==> src/rtl/multiply_pkg.sv <==
// multiply_pkg: state type and sizing helpers shared by the shift-add multiplier
package multiply_pkg;
    typedef enum logic {IDLE, RUN} state_t;
    localparam int WIDTH_DEFAULT = 8;
    localparam int PROD_WIDTH = 2 * WIDTH_DEFAULT;
    function automatic int cnt_width(input int width);
        return (width > 2) ? $clog2(width) : 1;
    endfunction
    function automatic int prod_width(input int width);
        return 2 * width;
    endfunction
endpackage

==> src/rtl/multiply_cond_neg.sv <==
// multiply_cond_neg: combinational two's-complement negation when neg is set
module multiply_cond_neg #(
    parameter int WIDTH = 8
) (
    input  logic             neg,
    input  logic [WIDTH-1:0] din,
    output logic [WIDTH-1:0] dout
);
    assign dout = neg ? -din : din;
endmodule

==> src/rtl/multiply_param.sv <==
// multiply_param: sequential shift-add multiplier, WIDTH cycles per product
// Signed two's-complement mode is built only when MULTIPLY_SIGNED_EN is defined.
module multiply_param
    import multiply_pkg::*;
#(
    parameter int WIDTH = WIDTH_DEFAULT
) (
    input  logic                 clock,
    input  logic                 reset_n,
    input  logic                 start,
    input  logic [WIDTH-1:0]     multiplicand,
    input  logic [WIDTH-1:0]     multiplier,
    input  logic                 signed_mode,
    output logic [2*WIDTH-1:0]   product,
    output logic                 busy,
    output logic                 done
);
    localparam int CW = cnt_width(WIDTH);
    localparam int PW = prod_width(WIDTH);

    state_t           state, state_nxt;
    logic [WIDTH-1:0] mag_a, mag_b, mcand_q, mplier_q;
    logic             neg, neg_q, last, accept;
    logic [PW-1:0]    acc, acc_sum, result;
    logic [CW-1:0]    cnt;

`ifdef MULTIPLY_SIGNED_EN
    multiply_cond_neg #(.WIDTH(WIDTH)) u_neg_a (
        .neg(signed_mode & multiplicand[WIDTH-1]), .din(multiplicand), .dout(mag_a));
    multiply_cond_neg #(.WIDTH(WIDTH)) u_neg_b (
        .neg(signed_mode & multiplier[WIDTH-1]), .din(multiplier), .dout(mag_b));
    multiply_cond_neg #(.WIDTH(PW)) u_neg_p (
        .neg(neg_q), .din(acc_sum), .dout(result));
    assign neg = signed_mode & (multiplicand[WIDTH-1] ^ multiplier[WIDTH-1]);
`else
    logic unused_signed_mode;
    assign unused_signed_mode = signed_mode;
    assign mag_a  = multiplicand;
    assign mag_b  = multiplier;
    assign neg    = 1'b0;
    assign result = acc_sum;
`endif

    assign busy    = (state == RUN);
    assign accept  = (state == IDLE) && start;
    assign last    = (cnt == CW'(WIDTH - 1));
    // partial product for the current multiplier bit, weighted by its position
    assign acc_sum = mplier_q[cnt] ? acc + (PW'(mcand_q) << cnt) : acc;

    always_comb begin
        state_nxt = (state == IDLE) ? (start ? RUN : IDLE) : (last ? IDLE : RUN);
    end

    always_ff @(posedge clock) begin
        if (!reset_n)
            state <= IDLE;
        else
            state <= state_nxt;
    end

    always_ff @(posedge clock) begin
        if (!reset_n) begin
            mcand_q  <= '0;
            mplier_q <= '0;
            neg_q    <= 1'b0;
            acc      <= '0;
            cnt      <= '0;
            product  <= '0;
            done     <= 1'b0;
        end else begin
            done <= busy && last;
            if (accept) begin
                mcand_q  <= mag_a;
                mplier_q <= mag_b;
                neg_q    <= neg;
                acc      <= '0;
                cnt      <= '0;
            end else if (busy) begin
                acc <= acc_sum;
                cnt <= cnt + 1'b1;
                if (last)
                    product <= result;
            end
        end
    end
endmodule

==> config.mk <==
export PLATFORM = sky130hd
export DESIGN_NAME = multiply_param
export DESIGN_NICKNAME = d
export VERILOG_FILES = /design/src/rtl/multiply_pkg.sv /design/src/rtl/multiply_cond_neg.sv /design/src/rtl/multiply_param.sv
export SDC_FILE = /design/constraint.sdc
export NUM_CORES = 1
export LEC_CHECK = 0
export CORE_MARGIN = 2
export CORE_UTILIZATION = 53
export CTS_BUF_LIST = sky130_fd_sc_hd__clkbuf_8
export DETAILED_ROUTE_END_ITERATION = 12
export PLACE_DENSITY = 0.8
export SYNTH_ARGS = -nofsm -noshare
export SYNTH_HDL_FRONTEND = slang
export SYNTH_SLANG_ARGS = --single-unit
==> constraint.sdc <==
create_clock -name clock -period 3.9 [get_ports clock]
set_clock_uncertainty 0.15 [all_clocks]
set_input_delay 0.39 -clock clock [delete_from_list [all_inputs] [get_ports clock]]
set_output_delay 0.39 -clock clock [all_outputs]
set_load 0.05 [all_outputs]
==> out/qor.yml, run 1 <==
global_route:
  grt_use_total_pct: 22.5
  antenna_found_initial: 0
  grt_pass1_wl_mm: 11.7
  grt_pass1_vias: 2548
  grt_max_degree: 32
  grt-ovfl-total: 0
logic_synthesis:
  synth.distinct_cells: 50
  synth_seq_area_share_pct: 33.8
  synth.most_common_cell: "nand2_1"
  synth_top_area_share_pct: 33.8
  synth_cells: 375
  synth_area_leader_cell: "dfxtp_1"
  synth.avg_cell_area_um2: 8.38
  synth-seq-cells: 53
  netlist_area_um2: 3140
  synth-async-reset-ratio_pct: 0
  synth_fp_nets: 413
  ys_warn_count: 0
  synthFlopType: "dfxtp_1"
  synth_area_leaders: "dfxtp_1 (34%), nand2_1 (8.1%), ha_1 (6.8%)"
  synth.cells.most_frequent: "nand2_1 (68), dfxtp_1 (53), a21oi_1 (28)"
  synth_edf_count: 0
timing:
  finalHoldViolations: 0
  layout_setup_ws_ns: 0.638
  setup_violations: 0
  rsz0062_at_grt: "false"
  min_period_ns: 3.26
  slew_viol_final: 0
  worst_pin_slew_ns: 0.969
  post-route-period-util_pct: 83.6
  fmax_mhz: 307
  tns_ns: 0
  slew_headroom_pct: 35.3
detailed_routing:
  dr.first_iter.drc_count: 133
  vias: 2741
  via_per_inst: 5.76
  wl_mm: 6.85
  drc_errors: 0
  firstDrtPassIters: 5
  detail_route.wl_per_cell_um: 14.4
  drt.antenna.violating_nets: 0
floorplan:
  start_util_pct: 54.0
  die_x_um: 81.0
  ios: 38
  coreArea_um2: 5820
  rows: 28
  die_area_um2: 6560
  die_h_um: 81.0
layout:
  multi_input_area_um2: 1920
  drive_gt1_share_pct: 5.99
  fin_util_pct: 62.1
  ff_latch_area_um2: 1060
  final_area_um2: 3610
  nets: 438
  area_growth_pct: 14.9
  n_fill_cell: 541
  antenna_cells: 0
clock_tree:
  cts.sink_count: 53
  ctsHtreeMaxLevel: 2
  root_buffer: "clkbuf_8"
  insertion_delay_ns: 0.32
  cts_tree: "done"
  postCtsResizedCells: 0
  postCtsHoldBufs: 0
  clk_path_buf_depth: 2
  post_cts_buffers: 0
  path_clk_slew_ns: 0.10
  cts_made_buffers: 5
setup_path:
  crit_type: "reg -> reg"
  worst-path-max-fanout: 11
  worstPathRequired_ns: 3.95
  start_kind: "flop"
  worstPathArrival_ns: 3.31
  crit_path_end_kind: "flop"
placed_design:
  place_hpwl_mm: 5.19
  post-place-ws_ns: 0.673
  dpl-instance-area_um2: 3520
  port_buffers: 36
  gp_congestion: 0.955
power_and_ir_drop:
  power.density_nw_per_um2: 279
  ir_drop_v: 0.000193
  cellLeakagePower_uw: 0.00138
run:
  drv_cap: 0
hold_path:
  hold_class: "reg -> reg"
run_status:
  status: "complete, no violations"
## placed cells by master, fill, tap and decap left out, types with 3 or more instances in the layout
master           count
buf_4                7
clkbuf_8             5
nand2_1             68
clkdlybuf4s50_1     36
a21boi_0            16
nand2b_1             4
nand4b_1             5
o21ai_1             11
o22ai_1              5
nand4_1              7
ha_1                17
nand3_1             12
a211oi_1             4
a21oi_1             28
a21o_1               6
xnor2_1              7
nor2_1              13
o21ai_0              7
mux2i_1             19
dfxtp_1             53
mux2_2               5
and2_1               3
a32oi_1              5
or4_1                8
o21bai_1             3
inv_1                9
## path summary, 6_finish.rpt
kind,from,end,slack (ns),depth (start not counted)
max,cnt[1],acc[14],0.64,10
min,product[0],product[0],0.30,2
max reg2reg,cnt[1],acc[14],0.64,10
min reg2reg,product[0],product[0],0.30,2
## cell families after synthesis
kind of cell | synth area share (%)
buffers and inverters | 5.02
adders and majority gates | 7.41
and+or+nand+nor | 19.9
xor gates and xnor gates | 2.51
muxes | 10.0
AOI/OAI and AO/OA | 21.4
DFF | 33.8
## worst max-delay path, stage by stage (launching register included)
cell	delay, ns
dfxtp_1	0.60
mux2i_1	0.17
mux2_2	0.31
o22ai_1	0.17
ha_1	0.32
a211oi_1	0.35
o22ai_1	0.20
a221o_1	0.35
a31oi_1	0.29
or4_1	0.16
o211ai_1	0.08
## where the power goes
| part | internal, uW | switching (uW) |
|---|---|---|
| clock | 124 | 182 |
| combinational | 60.4 | 72.8 |
| sequential | 553 | 13.0 |
| total | 738 | 268 |
## metal layers
metal  global-route usage (%)  share of wire, %  vias to the layer above
met4                     7.12               1.3                        0
li1                         -                 -                     1408
met2                     38.9                47                       63
met1                     28.6                47                     1260
met3                     3.78               4.1                       10
met5                        0                 0                        -
## through the flow
| stage | instances | power, uW | hold slack [ns] |
|---|---|---|---|
| finish | 476 | 1010 | 0.301 |
| global route | 476 | 1050 | 0.330 |
| CTS | 476 | 1020 | 0.305 |
| floorplan | 375 | 671 | 0.290 |
| global placement | 468 | 708 | 0.285 |
| detailed placement | 468 | 712 | 0.291 |
## registers in the layout, indices dropped and copies added (netlist names)
| register | cells |
|---|---|
| mcand_q | 8 |
| cnt | 3 |
| done | 1 |
| busy | 1 |
| acc | 16 |
| mplier_q | 8 |
| product | 16 |
## layout make-up
cell class	count	area share, %
well taps	75	2.60
inverters	9	0.936
clock buffers	5	1.91
multi-input cells	288	53.3
flip-flops and latches	53	29.4
clock inverters	3	0.485
repair buffers	43	11.4
Power figures use the tool's default switching activity.
==> inputs of run 2 (changes only) <==
==> constraint.sdc (replaced) <==
create_clock -name clock -period 3.2 [get_ports clock]
set_clock_uncertainty 0.15 [all_clocks]
set_input_delay 0.32 -clock clock [delete_from_list [all_inputs] [get_ports clock]]
set_output_delay 0.32 -clock clock [all_outputs]
set_load 0.05 [all_outputs]
==> run 2 against run 1 <==
Net effect: critical endpoint is now product[14]; sequential share of layout area decreased by 0.74 points; largest cell class unchanged; highest routed layer unchanged; utilization grew 1.8 points; setup slack got worse by 0.46 ns; cell area is 2.8% higher; fmax rose by 7.9%; power up 33%; critical path depth stayed put; sequential power is 21% higher; global-route usage decreased by 1.1 points; non-clock buffer count grew 8; first-iteration DRC count increased by 19%.
==> out/qor.yml, run 2 (same netlist as run 1, synthesis figures left out) <==
power_and_ir_drop:
  p_total_uw: 1340
  power.density_nw_per_um2: 361
  ir_drop_v: 0.000210
  cellLeakagePower_uw: 0.00143
timing:
  worst_pin_slew_ns: 1.05
  fmax_mhz: 331
  min_period_ns: 3.02
  slew_headroom_pct: 29.9
  post-route-period-util_pct: 94.5
  finalHoldViolations: 0
  setup_violations: 0
  slew_viol_final: 0
detailed_routing:
  firstDrtPassIters: 4
  via_per_inst: 5.77
  vias: 2791
  detail_route.wl_per_cell_um: 14.3
  dr.first_iter.drc_count: 158
  wl_mm: 6.90
  drc_errors: 0
  drt.antenna.violating_nets: 0
floorplan:
  die_area_um2: 6560
  start_util_pct: 54.0
  die_h_um: 81.0
  ios: 38
  die_x_um: 81.0
  rows: 28
  coreArea_um2: 5820
clock_tree:
  post_cts_buffers: 0
  cts.sink_count: 53
  postCtsResizedCells: 1
  insertion_delay_ns: 0.31
  postCtsHoldBufs: 0
  root_buffer: "clkbuf_8"
  clk_path_buf_depth: 2
  path_clk_slew_ns: 0.10
  ctsHtreeMaxLevel: 2
  cts_tree: "done"
  cts_made_buffers: 5
placed_design:
  port_buffers: 36
  place_hpwl_mm: 5.20
  gp_congestion: 0.996
  dpl-instance-area_um2: 3580
layout:
  reg.largest.list: "acc x16, product x16"
  nets: 446
  layout_commonest_cell: "nand2_1"
  final_area_um2: 3710
  drive_gt1_share_pct: 8.56
  antenna_cells: 0
  layout_common_cells: "nand2_1 (68), dfxtp_1 (51), clkdlybuf4s50_1 (36)"
  fin_util_pct: 63.9
  area_growth_pct: 18.2
global_route:
  antenna_found_initial: 0
  grt_pass1_wl_mm: 11.1
  grt_max_degree: 22
  grt_pass1_vias: 2505
  grt-ovfl-total: 0
  grt_use_total_pct: 21.4
hold_path:
  hold_class: "reg -> reg"
run:
  drv_cap: 0
setup_path:
  worstPathRequired_ns: 3.30
  start_kind: "flop"
  crit_path_end_kind: "flop"
  path_cells: "mux2i_1, mux2_2, o22ai_1, ha_1, nand4_1, o22ai_1, a221o_1, a31oi_2, or4_1, nand3_1"
  path_common_cell: "o22ai_1"
  worstPathArrival_ns: 3.13
  slowest_delay_ns: 0.49
  crit_type: "reg -> reg"
  worst-path-max-fanout: 10
  crit_path_top_delay_cell: "or4_1"
run_status:
  status: "complete, no violations"
run 2: worst paths after layout:
path / slack, ns / startpoint / cells past startpoint / end
min reg2reg: 0.30 / product[1] / 2 / product[1]
min: 0.30 / product[1] / 2 / product[1]
max reg2reg: 0.18 / cnt[1] / 10 / product[14]
max: 0.18 / cnt[1] / 10 / product[14]
run 2: report_power, final:
part           leakage, uW  switching [uW]  internal, uW
sequential        0.000431            12.9           674
combinational     0.000947            93.3          80.2
clock            0.0000574             225           255
run 2: layer usage:
layer	part of all wire (%)	GRT usage, %
met1	46	26.6
met2	47	36.5
met3	5.0	4.89
met4	1.8	7.46
met5	0	0
run 2: layout make-up:
type / count / area [um2]
fillers: 517 / 2100
multi-input cells: 288 / 1930
flip-flops and latches: 53 / 1060
repair buffers: 51 / 473
well taps: 75 / 93.8
clock buffers: 6 / 82.6
clock inverters: 2 / 37.5
inverters: 9 / 33.8
run 2: critical path: cells and delay by family (launching register included):
family,cells,cell delay [ns]
and+or+nand+nor,3,0.75
AOI/OAI and AO/OA,4,0.74
DFF,1,0.47
adders and majority gates,1,0.37
muxes,2,0.47
run 2: stage by stage:
| step | hold WS (ns) | worst slack, ns | setup TNS (ns) | cells |
|---|---|---|---|---|
| 6_report | 0.302 | 0.176 | 0 | 484 |
| 5_1_grt | 0.320 | -0.0318 | -0.0672 | 484 |
| 4_1_cts | 0.306 | 0.0726 | 0 | 484 |
| 3_5_place_dp | 0.292 | 0.0102 | 0 | 476 |
| 3_3_place_gp | 0.284 | 0.102 | 0 | 476 |
| 2_1_floorplan | 0.280 | 0.0893 | 0 | 375 |
